### src/rtl/vec_cmp_unit_pkg.sv
// Shared vector-unit definitions: compare opcodes,
// operand-source encodings and the compare FSM states.
package vec_cmp_unit_pkg;

  typedef enum logic [2:0] {
    CMP_EQ  = 3'b000,
    CMP_NE  = 3'b001,
    CMP_LTU = 3'b010,
    CMP_LEU = 3'b011,
    CMP_LT  = 3'b100,
    CMP_LE  = 3'b101,
    CMP_GTU = 3'b110,
    CMP_GT  = 3'b111
  } cmp_op_e;

  // 0x selects vector-vector
  localparam logic [1:0] CE_SCA = 2'b10;
  localparam logic [1:0] CE_SCB = 2'b11;

  typedef enum logic [1:0] {
    S_IDLE,
    S_RUN,
    S_FIN
  } state_e;

  function automatic logic uses_vec_a(
    input logic [1:0] ce
  );
    return ce != CE_SCA;
  endfunction

  function automatic logic uses_vec_b(
    input logic [1:0] ce
  );
    return ce != CE_SCB;
  endfunction

endpackage

### src/rtl/vec_cmp_alu.sv
// Combinational element comparator: res_o = a_i <op> b_i.
// Ports: a_i, b_i (DATA_WIDTH), cmp_op_i (3b) -> res_o (1b).
module vec_cmp_alu
  import vec_cmp_unit_pkg::*;
#(
  parameter int DATA_WIDTH = 32
) (
  input  logic [DATA_WIDTH-1:0] a_i,
  input  logic [DATA_WIDTH-1:0] b_i,
  input  logic [2:0]            cmp_op_i,
  output logic                  res_o
);

  logic eq;
  logic ltu;
  logic lts;

  assign eq  = (a_i == b_i);
  assign ltu = (a_i < b_i);
  assign lts = ($signed(a_i) < $signed(b_i));

  always_comb begin
    res_o = 1'b0;
    unique case (cmp_op_e'(cmp_op_i))
      CMP_EQ:  res_o = eq;
      CMP_NE:  res_o = !eq;
      CMP_LTU: res_o = ltu;
      CMP_LEU: res_o = ltu | eq;
      CMP_LT:  res_o = lts;
      CMP_LE:  res_o = lts | eq;
      CMP_GTU: res_o = !(ltu | eq);
      CMP_GT:  res_o = !(lts | eq);
      default: res_o = 1'b0;
    endcase
  end

endmodule

### src/rtl/vec_cmp_unit.sv
// Vector compare unit: streams element pairs, emits one result
// bit per element and accumulates them into res_mask.
// Ports: clk_i, rst (sync, active high), start, cmp_op, cont_esc,
//   op_esc, mask, VLR, arg1/arg2 ({valid,data}), arg_ready,
//   out_valid/out_bit/out_idx, res_mask, busy, done.
// Build option: define VEC_CMP_MASK_EN to zero the result of
//   masked-off elements; otherwise the mask port is ignored.
module vec_cmp_unit
  import vec_cmp_unit_pkg::*;
#(
  parameter  int DATA_WIDTH = 32,
  parameter  int MVL        = 16,
  localparam int CW         = (MVL > 1) ? $clog2(MVL) : 1
) (
  input  logic                  clk_i,
  input  logic                  rst,
  input  logic                  start,
  input  logic [2:0]            cmp_op,
  input  logic [1:0]            cont_esc,
  input  logic [DATA_WIDTH-1:0] op_esc,
  input  logic [MVL-1:0]        mask,
  input  logic [CW:0]           VLR,
  input  logic [DATA_WIDTH:0]   arg1,
  input  logic [DATA_WIDTH:0]   arg2,
  output logic                  arg_ready,
  output logic                  out_valid,
  output logic                  out_bit,
  output logic [CW-1:0]         out_idx,
  output logic [MVL-1:0]        res_mask,
  output logic                  busy,
  output logic                  done
);

  state_e                state_q, state_d;
  logic [CW:0]           cnt_q, cnt_d;
  logic [MVL-1:0]        res_q, res_d;
  logic                  ov_q, ov_d;
  logic                  ob_q, ob_d;
  logic [CW-1:0]         oidx_q, oidx_d;
  logic [2:0]            op_q, op_d;
  logic [1:0]            ce_q, ce_d;
  logic [DATA_WIDTH-1:0] esc_q, esc_d;
  logic [CW:0]           vlr_q, vlr_d;

  logic                  accept;
  logic                  vld_ok;
  logic [DATA_WIDTH-1:0] opa;
  logic [DATA_WIDTH-1:0] opb;
  logic                  alu_res;
  logic                  elem_bit;
  logic [CW-1:0]         idx;

  assign accept = (state_q == S_IDLE) && start;
  assign idx    = cnt_q[CW-1:0];

  assign opa = uses_vec_a(ce_q) ? arg1[DATA_WIDTH-1:0] : esc_q;
  assign opb = uses_vec_b(ce_q) ? arg2[DATA_WIDTH-1:0] : esc_q;

  // Scalar-replaced operands never gate consumption
  assign vld_ok =
    (!uses_vec_a(ce_q) || arg1[DATA_WIDTH]) &&
    (!uses_vec_b(ce_q) || arg2[DATA_WIDTH]);

  // Counter guard stops consumption while the last result drains
  assign arg_ready =
    (state_q == S_RUN) && (cnt_q < vlr_q) && vld_ok;

  vec_cmp_alu #(
    .DATA_WIDTH (DATA_WIDTH)
  ) u_alu (
    .a_i      (opa),
    .b_i      (opb),
    .cmp_op_i (op_q),
    .res_o    (alu_res)
  );

`ifdef VEC_CMP_MASK_EN
  logic [MVL-1:0] mask_q;

  always_ff @(posedge clk_i) begin
    if (rst) begin
      mask_q <= '0;
    end else if (accept) begin
      mask_q <= mask;
    end
  end

  assign elem_bit = alu_res & mask_q[idx];
`else
  logic unused_mask;

  assign unused_mask = ^mask;
  assign elem_bit    = alu_res;
`endif

  always_comb begin
    state_d = state_q;
    cnt_d   = cnt_q;
    res_d   = res_q;
    ov_d    = 1'b0;
    ob_d    = ob_q;
    oidx_d  = oidx_q;
    op_d    = op_q;
    ce_d    = ce_q;
    esc_d   = esc_q;
    vlr_d   = vlr_q;
    unique case (state_q)
      S_IDLE: begin
        if (start) begin
          op_d    = cmp_op;
          ce_d    = cont_esc;
          esc_d   = op_esc;
          vlr_d   = VLR;
          cnt_d   = '0;
          res_d   = '0;
          state_d = (VLR == '0) ? S_FIN : S_RUN;
        end
      end
      S_RUN: begin
        if (arg_ready) begin
          cnt_d      = cnt_q + (CW+1)'(1);
          ov_d       = 1'b1;
          ob_d       = elem_bit;
          oidx_d     = idx;
          res_d[idx] = elem_bit;
        end
        // Leave only once the final result is on the outputs,
        // so done trails the last out_valid by one cycle
        if (ov_q && (cnt_q == vlr_q)) begin
          state_d = S_FIN;
        end
      end
      S_FIN: begin
        state_d = S_IDLE;
      end
      default: begin
        state_d = S_IDLE;
      end
    endcase
  end

  always_ff @(posedge clk_i) begin
    if (rst) begin
      state_q <= S_IDLE;
      cnt_q   <= '0;
      res_q   <= '0;
      ov_q    <= 1'b0;
      ob_q    <= 1'b0;
      oidx_q  <= '0;
      op_q    <= '0;
      ce_q    <= '0;
      esc_q   <= '0;
      vlr_q   <= '0;
    end else begin
      state_q <= state_d;
      cnt_q   <= cnt_d;
      res_q   <= res_d;
      ov_q    <= ov_d;
      ob_q    <= ob_d;
      oidx_q  <= oidx_d;
      op_q    <= op_d;
      ce_q    <= ce_d;
      esc_q   <= esc_d;
      vlr_q   <= vlr_d;
    end
  end

  assign out_valid = ov_q;
  assign out_bit   = ob_q;
  assign out_idx   = oidx_q;
  assign res_mask  = res_q;
  assign busy      = (state_q == S_RUN) || (state_q == S_FIN);
  assign done      = (state_q == S_FIN);

endmodule

### config.mk
export PLATFORM = sky130hd
export DESIGN_NAME = vec_cmp_unit
export DESIGN_NICKNAME = d
export VERILOG_FILES = /design/src/rtl/vec_cmp_unit_pkg.sv /design/src/rtl/vec_cmp_alu.sv /design/src/rtl/vec_cmp_unit.sv
export SDC_FILE = /design/constraint.sdc
export NUM_CORES = 1
export LEC_CHECK = 0
export BUFFER_PORTS_ARGS = -buffer_cell sky130_fd_sc_hd__buf_2
export CORE_AREA = 3 3 104 106
export CTS_CLUSTER_SIZE = 10
export DETAILED_ROUTE_END_ITERATION = 8
export DIE_AREA = 0 0 107 109
export GPL_ROUTABILITY_DRIVEN = 0
export PLACE_DENSITY = 0.83
export SLEW_MARGIN = 20
export SYNTH_ARGS = -nofsm -noshare
export SYNTH_HDL_FRONTEND = slang
export SYNTH_SLANG_ARGS = --single-unit
### constraint.sdc
create_clock -name clk_i -period 3.2 [get_ports clk_i]
set_input_delay 0.32 -clock clk_i [delete_from_list [all_inputs] [get_ports clk_i]]
set_output_delay 0.32 -clock clk_i [all_outputs]
set_load 0.1 [all_outputs]
# Word level (Yosys, flattened, before mapping)
# Index checks and enable logic that the tools add are counted.
# totals
register_bits	71
inputBits	127
out_inout_bits	25
word_cells	74
# op_classes
add_sub_neg	1
n_lt_le_gt_ge	5
eq_ne	16
mux	17
bitwise_logic	3
reduce_logical	22
# op_table
cell	n
32-bit < comparator	2
32-bit 2-to-1 mux	2
32-bit equality test	1
16-bit 2-to-1 mux	2
16-bit one-hot mux with 2 select lines	1
16-bit bitwise mux	1
3-bit equality test, second input constant	4
5-bit 2-to-1 mux	2
5-bit one-hot mux with 2 select lines	1
2-bit != test, second input constant	4
1-bit one-hot mux with 8 select lines	1
3-bit by 2-bit equality test with 1-bit output, second input constant	2
2-bit 2-to-1 mux	3
2-bit AND reduction	3
5-bit by 1-bit adder with 5-bit output, second input constant	1
5-bit equality test	1
1-bit logical AND	5
1-bit logical NOT	5
5-bit logical NOT	1
4-bit by 5-bit < comparator with 1-bit output, second input constant	1
5-bit < comparator	1
1-bit demux with 4-bit select	1
4-bit by 1-bit greater-or-equal comparator with 1-bit output, second input constant	1
2-bit one-hot mux with 2 select lines	1
other kinds (13)	17

# Longest topological paths before layout
# Gate-level depths: netlist (run 1).
# logic_depth
ltp_word	9
depth_mapped	13
mapped_depth_nobuf	10

# Cells and area by module
# Synthesis (run 1) repeated with hierarchy kept, for this count alone.
# unflattened
cells_unflattened	577
area_unflattened_um2	4663.2
# by_module_without_submodules
mod	instances	cells_each	area_per_inst_um2	seq_area_each_um2
vec_cmp_unit	1	448	3718.6	1421.4
vec_cmp_alu	1	129	944.7	0.0

# Worst setup path after synthesis (run 1)
# Ideal clock, no wire load.
# synth_path
kind	register to register
start	register ce_q[0]
end	register res_q[0] (netlist: res_mask[0])
setup_ps	133
arrival_ps	3298
t_required_ps	3067
slack_ps	-231
stages_incl_launch_ff	14
path_buffers	3
synth_period_minus_slack_ps	3431
path_cell_list	dfxtp_1 nand2b_1 clkbuf_1 clkbuf_1 mux2_2 ha_1 nand4_4 nor4_4 nand3_2 a41oi_2 o32ai_2 a211oi_4 buf_8 o22ai_2
# synth_via
elab_chain_cells	9
elab_cells_between_ends	24
classes_between	order compare (2); eq/ne (4); mux (6); bitwise (2); reduce/logical (10)
# synth_rtl
element	line	source
start, declared	vec_cmp_unit.sv:41	logic [1:0] ce_q, ce_d;
start signal, assigned	vec_cmp_unit.sv:151	ce_q <= '0;
start signal, assigned	vec_cmp_unit.sv:162	ce_q <= ce_d;
2-bit != test, on equally long branches	vec_cmp_unit_pkg.sv:29, vec_cmp_unit_pkg.sv:35	
32-bit 2-to-1 mux, on equally long branches	vec_cmp_unit.sv:56, vec_cmp_unit.sv:57	
32-bit < comparator, or another cell as far along	vec_cmp_alu.sv:20	assign lts = ($signed(a_i) < $signed(b_i));
1-bit OR, on equally long branches	n/a	
1-bit logical NOT, on equally long branches	vec_cmp_alu.sv:32, vec_cmp_alu.sv:31	
1-bit one-hot mux with 8 select lines	vec_cmp_alu.sv:24	unique case (cmp_op_e'(cmp_op_i))
16-bit bitwise mux	vec_cmp_unit.sv:125	res_d[idx] = elem_bit;
16-bit 2-to-1 mux	vec_cmp_unit.sv:120	if (arg_ready) begin
16-bit one-hot mux with 2 select lines	vec_cmp_unit.sv:107	unique case (state_q)
end signal, assigned	vec_cmp_unit.sv:157	res_q <= res_d;
end, declared	vec_cmp_unit.sv:36	logic [MVL-1:0] res_q, res_d;
# Parallel ways exist; a longest one is shown, timed or not. The select of a mux whose other input is x is not followed.
# A chain may end at the register's enable or synchronous reset.

# Final worst setup path (run 1)
# layout_path
start	register ce_q[0]
end	register ob_q (netlist: out_bit)
# layout_via
elab_chain_cells	6
elab_cells_between_ends	20
classes_between	order compare (2); eq/ne (3); mux (3); bitwise (2); reduce/logical (10)
# layout_rtl
element	line	source
2-bit != test, on equally long branches	vec_cmp_unit_pkg.sv:29, vec_cmp_unit_pkg.sv:35	
32-bit 2-to-1 mux, or another cell as far along	vec_cmp_unit.sv:56	assign opa = uses_vec_a(ce_q) ? arg1[DATA_WIDTH-1:0] : esc_q;
32-bit < comparator, or another cell as far along	vec_cmp_alu.sv:20	
1-bit OR, or another cell as far along	vec_cmp_alu.sv:30, vec_cmp_alu.sv:32	
1-bit logical NOT, or another cell as far along	vec_cmp_alu.sv:32	CMP_GT: res_o = !(lts | eq);
1-bit one-hot mux with 8 select lines / 2-bit AND reduction (equally long branches)	n/a	
end signal, assigned	vec_cmp_unit.sv:148	ob_q <= 1'b0;
end signal, assigned	vec_cmp_unit.sv:159	ob_q <= ob_d;
end, declared	vec_cmp_unit.sv:38	logic ob_q, ob_d;
# Parallel ways exist; a longest one is shown, timed or not.

==> results of run 1 <==
[worst max path at each step]
stage                                     to  slack (ns)  cells after the start
floorplan           res_mask[0]$_SDFFE_PP0P_        0.05                     12
CTS                     out_bit$_SDFFE_PP0P_       0.007                     16
finish                  out_bit$_SDFFE_PP0P_       -0.09                     14
global route            out_bit$_SDFFE_PP0P_       -0.20                     14
detailed placement  res_mask[6]$_SDFFE_PP0P_       -0.05                     12
global placement    res_mask[1]$_SDFFE_PP0P_        0.06                     12
[sequential cells by signal, summed over array words and instances, names as in the netlist]
register and flops:
out_idx 4, state_q 2, out_bit 1, res_mask 16, cnt_q 5, ce_q 2, esc_q 32, vlr_q 5
out_valid 1, op_q 3
[cells by family after synthesis]
group           synth area share
flops                      0.312
fa+ha+maj                  0.121
buf+inv                   0.0415
simple gates               0.189
compound gates             0.175
mux                        0.158
xor+xnor                 0.00384
[metal layers]
layer | vias up | GRT usage | wire [microns]
li1 | 2221 | - | -
met1 | 2161 | 0.276 | 5940
met2 | 268 | 0.425 | 7520
met3 | 69 | 0.0622 | 1220
met4 | 6 | 0.102 | 631
met5 | - | 0 | 50
[synth_stat cells, types with 2 or more instances]
master / count
a211oi_1: 5
a21o_1: 4
a21oi_1: 65
and2_1: 4
buf_1: 5
clkbuf_1: 24
dfxtp_1: 71
ha_1: 44
inv_1: 14
mux2_2: 32
mux2i_1: 36
nand2_1: 102
nand2b_1: 7
nand3_1: 25
nand4_1: 9
nor2_1: 20
nor2b_1: 6
nor3_1: 4
nor3b_1: 2
o211ai_1: 3
o21ai_0: 17
o21ai_2: 6
o22ai_2: 5
o311ai_0: 8
[report_power, final]
| group | total, mW | switching, mW | internal (mW) |
|---|---|---|---|
| combinational | 0.813 | 0.459 | 0.354 |
| clock | 0.850 | 0.383 | 0.466 |
| sequential | 0.985 | 0.0500 | 0.935 |
| total | 2.65 | 0.893 | 1.76 |
[stage by stage]
| stage | util | area [sq um] |
|---|---|---|
| finish | 0.631 | 6220 |
| detailed placement | 0.546 | 5380 |
| global route | 0.631 | 6220 |
| CTS | 0.609 | 6010 |
| global placement | 0.546 | 5380 |
| floorplan | - | 4580 |
[what timing repair did]
item / CTS / global route
cloned: 4 / 2
resized for setup: 42 / 29
setup endpoints to repair: 6 / 17
buffers inserted: 14 / 8
pin swaps: 16 / 22
[final cells by class]
type                       count  share of cell area
multi-input combinational    423               0.531
sequential                    71               0.229
timing repair buffer         168               0.168
tap                          133              0.0267
clock buffer                  10              0.0221
clock inverter                 6              0.0147
inverter                      14             0.00844
[worst max-delay path, cell delays in order (launching register included)]
cell,delay (ns)
dfxtp_2,0.34
nand2b_4,0.18
buf_12,0.15
mux2_4,0.32
ha_4,0.28
nand4_1,0.12
buf_4,0.18
nor4_4,0.30
nand3_2,0.18
a41oi_4,0.29
o32ai_4,0.14
a211oi_4,0.31
buf_6,0.18
buf_12,0.12
a211oi_2,0.06
==> summary.txt, run 1 <==
Status
  • Status: complete, but fails checks
  • Failing checks: setup timing

GRT
  • Vias in the first global route: approximately 4700
  • Largest net degree at the start of global routing: between 40 and 50
  • Gr usage total: 0.241
  • GRT overflow: 0
  • First-pass GRT wire length: between 20000 and 25000 microns
  • Initial antenna violation count: 3

Critical path
  • Critical Path End Type: register
  • Data required time of the worst path: approximately 3.4 ns
  • Worst Path Max Fanout: 8
  • CP arrival: between 3 and 4 ns
  • Reg2Reg Launch Point: ce_q[0]$_SDFFE_PP0P_
  • Worst reg2reg path depth: 14
  • Reg-to-reg endpoint: out_bit$_SDFFE_PP0P_
  • Critical path startpoint: ce_q[0]$_SDFFE_PP0P_
  • Startpoint types: register
  • Crit Path Category: reg -> reg
  • R2R Setup Slk: -0.09 ns

Detailed routing
  • Router iterations before antenna repair: 6
  • Vias: between 4000 and 5000
  • Post-route ant nets: 0
  • Vias per cell: approximately 5.7
  • WL/cell: 18.6 microns
  • Final wirelength: approximately 15000 microns
  • DRC Markers: 0
  • DR iter-0 viols: between 300 and 400

Synthesis
  • Yosys top cell area share: 0.312
  • Register bit total from synthesis: between 70 and 80
  • Ys async rst share: 0
  • Post-synthesis sequential area ratio: 0.312
  • Post-synth cell types: 46
  • Synth Instances: 540
  • Top cells by area, synth: dfxtp_1 (31%), ha_1 (12%), nand2_1 (8.4%)
  • Ys Warns: 0
  • Syn avg cell area: 8.44 sq um
  • Synthesized net count: ~710
  • Yosys top cell by area: dfxtp_1
  • Synth Flop Type: dfxtp_1
  • Synthesized area: between 0.004 and 0.005 sq mm
  • Number of enable flip-flop cells after synthesis: 0

CTS
  • H-tree levels: 3
  • Hold-fix buffers, CTS: 0
  • Clock transition at path regs: ~0.09 ns
  • Clock root buffer: clkbuf_8
  • Clk buf depth: 2
  • TritonCTS buffer count: 9
  • Clk_lat worst skew: about 0.37 ns
  • CTS tree: yes
  • Total clock sinks: around 70

Finish
  • Most common cell after layout, fill and taps aside: buf_2
  • Final cell count without fillers: ~830
  • Fill cells: around 790
  • Most frequent cells in the layout: buf_2 (135), nand2_1 (101), dfxtp_1 (69), a21oi_1 (65), ha_1 (31)
  • N_diodes: 0
  • Area of the multi-input gates: roughly 0.0033 sq mm
  • Reg area: around 0.0014 sq mm
  • Share of layout cells above drive strength 1: 0.390
  • Area grow syn2layout: 36.6%
  • Layout Nets: 858

Floorplanning
  • Die area: between 0.01 and 0.015 sq mm
  • Chip width: approximately 110 microns
  • Die Ht: ~110 microns
  • I/O pins: around 150
  • Core footprint: roughly 0.0099 sq mm
  • Initial Utilization: 0.462
  • FP Rows: 36

Worst hold path
  • Hold Crit Endpoint: esc_q[7]$_SDFFE_PP0P_
  • Worst Hold Depth: 3
  • Worst hold start: op_esc[7]
  • Worst hold path type: in -> reg

STA
  • Minimum clock period: around 3.3 ns
  • Period utilisation layout: 1.03
  • Final hold viol count: 0
  • Worst Slack Setup Final: -0.0900 ns
  • Post-route setup TNS: -0.605 ns
  • Worst slew pin tran: around 0.88 ns
  • Min Hold Slack: 0.189 ns
  • Fmax: approximately 300 MHz
  • Clock skew: 0.0141 ns
  • Final number of setup-violating endpoints: 9
  • Slew margin rel.: 0.414
  • Max-slew violations: 0
  • RSZ-0062 raised after global routing: yes

Run
  • Max-cap check violation count: 0

Placement
  • Port Buffer Count: 135
  • Post-DP HPWL: about 9300 microns
  • Pre-CTS setup slack: -0.0486 ns
  • Placed Instances: about 790

Power and ir drop
  • PD cells: 425 mW/mm^2
  • VDD IR max: around 0.00030 V
  • Post-layout power: between 2 and 3 mW
  • Leakage: 2.85 nW
No activity file was read; power rests on OpenSTA's default activity.
==> run 2: changes to the inputs <==
Settings changed: ABC_AREA set to 1, PLACE_DENSITY 0.83 to 0.84.
==> run 2 against run 1 <==
The run now ends clean. Critical path depth rose by 6. Sequential power rose by 14%. Fmax rose by 9.9%. Wire length fell by 19%. Setup slack improved by 0.30 ns. Critical endpoint is now res_mask[1]$_SDFFE_PP0P_. Largest cell class unchanged. Highest routed layer is now met4.
==> summary.txt, run 2 <==
Floorplanning
  • Die area: 0.0117 sq mm (unchanged)
  • Die Ht: 109 microns (unchanged)
  • Core footprint: 0.00986 sq mm (unchanged)
  • Initial Utilization: 0.476 (was 0.462)
  • Chip width: 107 microns (unchanged)
  • I/O pins: 152 (unchanged)
  • FP Rows: 36 (unchanged)

GRT
  • Largest net degree at the start of global routing: 62 (was 44)
  • GRT overflow: 0 (unchanged)
  • Met2 GRT Util: 0.336 (was 0.425)
  • GR Util met3: 0.0385 (was 0.0622)
  • Initial antenna violation count: 1 (was 3)
  • First-pass GRT wire length: 19600 microns (was 22100 microns)
  • Gr usage total: 0.205 (was 0.241)
  • GR Util met1: 0.269 (was 0.276)
  • Vias in the first global route: 4403 (was 4653)
  • GRT busiest layer: met2 (unchanged)

CTS
  • Clk_lat worst skew: 0.35 ns (was 0.37 ns)
  • TritonCTS buffer count: 9 (unchanged)
  • Clock root buffer: clkbuf_8 (unchanged)
  • Clock transition at path regs: 0.08 ns (was 0.09 ns)
  • CTS tree: yes (unchanged)
  • Clk buf depth: 2 (unchanged)
  • H-tree levels: 3 (unchanged)
  • Hold-fix buffers, CTS: 0 (unchanged)
  • Total clock sinks: 71 (unchanged)

Critical path
  • Worst Path Max Fanout: 31 (was 8)
  • Crit Path Category: reg -> reg (unchanged)
  • Cell chain of the critical path: inv_1 > nor2_2 > inv_2 > buf_12 > nand2_1 > o21ai_0 > ha_1 > nand2_1 > nor2_2 > nand4_1 > nor4_4 > nand2_2 > nand2_1 > nand2_1 > inv_1 > nand3_2 > nor2_4 > nand3_4 > nand2_1 > a21oi_1 (was nand2b_4 > buf_12 > mux2_4 > ha_4 > nand4_1 > buf_4 > nor4_4 > nand3_2 > a41oi_4 > o32ai_4 > a211oi_4 > buf_6 > buf_12 > a211oi_2)
  • Crit path max-delay cell type: dfxtp_2 (unchanged)
  • CP top delay family: simple AND/OR/NAND/NOR gates (was compound AO/OA/AOI/OAI gates)
  • Cell mode on critical path: nand2_1 (was buf_12)
  • CP arrival: 3.18 ns (was 3.51 ns)
  • Startpoint types: register (unchanged)
  • Critical Path End Type: register (unchanged)
  • Data required time of the worst path: 3.39 ns (was 3.42 ns)
  • Worst path buffer plus inverter count: 4 (unchanged)
  • Slowest stage delay, CP: 0.34 ns (about the same)

Detailed routing
  • DR iter-0 viols: 351 (was 338)
  • Router iterations before antenna repair: 5 (was 6)
  • Final wirelength: 12500 microns (was 15400 microns)
  • Vias per cell: 5.15 (was 5.73)
  • DRC Markers: 0 (unchanged)
  • Post-route ant nets: 0 (unchanged)
  • Vias: 4961 (was 4725)
  • WL/cell: 13.0 microns (was 18.6 microns)

Finish
  • Most common cell after layout, fill and taps aside: nand2_1 (was buf_2)
  • Post-layout util: 0.588 (was 0.631)
  • Area grow syn2layout: 23.6% (was 36.6%)
  • Most frequent cells in the layout: nand2_1 (142), buf_2 (135), inv_1 (85), nor2_1 (83), o21ai_0 (71) (was buf_2 (135), nand2_1 (101), dfxtp_1 (69), a21oi_1 (65), ha_1 (31))
  • Layout Nets: 995 (was 858)
  • Share of layout cells above drive strength 1: 0.234 (was 0.390)
  • Max reg flops: 32 (unchanged)
  • Biggest register: esc_q (unchanged)

Synthesis
  • Register bit total from synthesis: 71 (unchanged)
  • Post-synth cell types: 36 (was 46)
  • Synth Flop Type: dfxtp_1 (unchanged)
  • Yosys top cell area share: 0.303 (was 0.312)
  • Syn avg cell area: 6.74 sq um (was 8.44 sq um)
  • Count leader, synth: nand2_1 (unchanged)
  • Post-synthesis sequential area ratio: 0.303 (was 0.312)
  • Synth Instances: 696 (was 540)
  • Ys async rst share: 0 (unchanged)
  • Top cells by area, synth: dfxtp_1 (30%), ha_1 (12%), nand2_1 (12%) (was dfxtp_1 (31%), ha_1 (12%), nand2_1 (8.4%))
  • Synthesized area: 0.00469 sq mm (was 0.00456 sq mm)
  • Synth top cells by count: nand2_1 (146), nor2_1 (86), inv_1 (85) (was nand2_1 (102), dfxtp_1 (71), a21oi_1 (65))
  • Synthesized net count: 867 (was 711)
  • Number of enable flip-flop cells after synthesis: 0 (unchanged)
  • Ys Warns: 0 (unchanged)
  • Yosys top cell by area: dfxtp_1 (unchanged)

Worst hold path
  • Worst hold path type: in -> reg (unchanged)

STA
  • Fmax: 334 MHz (was 304 MHz)
  • Clock skew: 0.0146 ns (was 0.0141 ns)
  • Max-slew violations: 0 (unchanged)
  • Minimum clock period: 2.99 ns (was 3.29 ns)
  • Slew margin rel.: 0.476 (was 0.414)
  • Period utilisation layout: 0.935 (was 1.03)
  • Min Hold Slack: 0.232 ns (was 0.189 ns)
  • Final hold viol count: 0 (unchanged)
  • Final number of setup-violating endpoints: 0 (was 9)
  • Worst slew pin tran: 0.783 ns (was 0.880 ns)

Placement
  • Post-DP HPWL: 8970 microns (was 9320 microns)
  • Port Buffer Count: 135 (unchanged)

Run
  • Max-cap check violation count: 0 (unchanged)

Status
  • Status: completed (was complete, but fails checks)

Power and ir drop
  • PD cells: 653 mW/mm^2 (was 425 mW/mm^2)
  • Leakage: 2.77 nW (was 2.85 nW)
  • VDD IR max: 0.000843 V (was 0.000298 V)
==> run 2: kinds of logic (layout without fill, tap and decap cells) <==
group	after synthesis	in the layout	share of synthesized area
AO/OA/AOI/OAI	165	165	0.208
XOR/XNOR	1	1	0.00187
adder cells (fa/ha/maj)	44	44	0.117
buffers and inverters	123	254	0.101
flip-flops	71	71	0.303
multiplexers	2	2	0.00427
other	0	1	0
AND/OR/NAND/NOR	290	292	0.264
==> run 2: per-layer routing <==
metal | vias to the layer above | share of wire
li1 | 2574 | -
met1 | 2184 | 0.45
met2 | 183 | 0.46
met3 | 20 | 0.075
met4 | 0 | 0.018
met5 | - | 0
==> run 2: power by group <==
group / total (mW) / internal, mW / switching (mW)
registers: 1.12 / 1.05 / 0.0688
clock network: 0.685 / 0.296 / 0.389
logic: 1.97 / 0.606 / 1.37
total: 3.78 / 1.96 / 1.83
==> run 2: final cells by class <==
type / count / area (sq um)
tap: 133 / 166
fill: 924 / 4070
antenna: 1 / 2.50
inverter: 89 / 339
timing repair buffer: 149 / 836
sequential: 71 / 1420
clock inverter: 7 / 61.3
multi-input combinational: 504 / 2840
clock buffer: 9 / 124
==> run 2: stage by stage <==
step / power, mW / instance area, sq um / setup WS, ns / setup TNS [ns] / cells
floorplan: 2.60 / 4690 / 0.349 / 0 / 696
global placement: 2.97 / 5500 / 0.250 / 0 / 939
detailed placement: 3.00 / 5500 / 0.172 / 0 / 939
CTS: 3.69 / 5680 / 0.154 / 0 / 955
global route: 4.11 / 5800 / -0.0201 / -0.0845 / 963
finish: 3.78 / 5800 / 0.207 / 0 / 963
==> run 2: worst reg2reg max path, stage by stage, from the launching register on <==
cell and delay [ns]:
dfxtp_2 0.34, inv_1 0.06, nor2_2 0.11, inv_2 0.08, buf_12 0.17, nand2_1 0.06, o21ai_0 0.07, ha_1 0.30
nand2_1 0.08, nor2_2 0.13, nand4_1 0.18, nor4_4 0.30, nand2_2 0.13, nand2_1 0.08, nand2_1 0.05, inv_1 0.05
nand3_2 0.08, nor2_4 0.23, nand3_4 0.19, nand2_1 0.10, a21oi_1 0.06
==> run 2: final timing paths <==
path                              end  slack, ns                     start  cells past startpoint
max          res_mask[1]$_SDFFE_PP0P_       0.21      ce_q[1]$_SDFFE_PP0P_                     20
max reg2reg  res_mask[1]$_SDFFE_PP0P_       0.21      ce_q[1]$_SDFFE_PP0P_                     20
min reg2reg  res_mask[9]$_SDFFE_PP0P_       0.47  res_mask[9]$_SDFFE_PP0P_                      2
min              ce_q[0]$_SDFFE_PP0P_       0.23               cont_esc[0]                      3
==> run 2: repair_timing <==
item	4_1_cts	5_1_grt
resized for setup	0	13
setup endpoints to repair	0	17
setup buffers	0	4
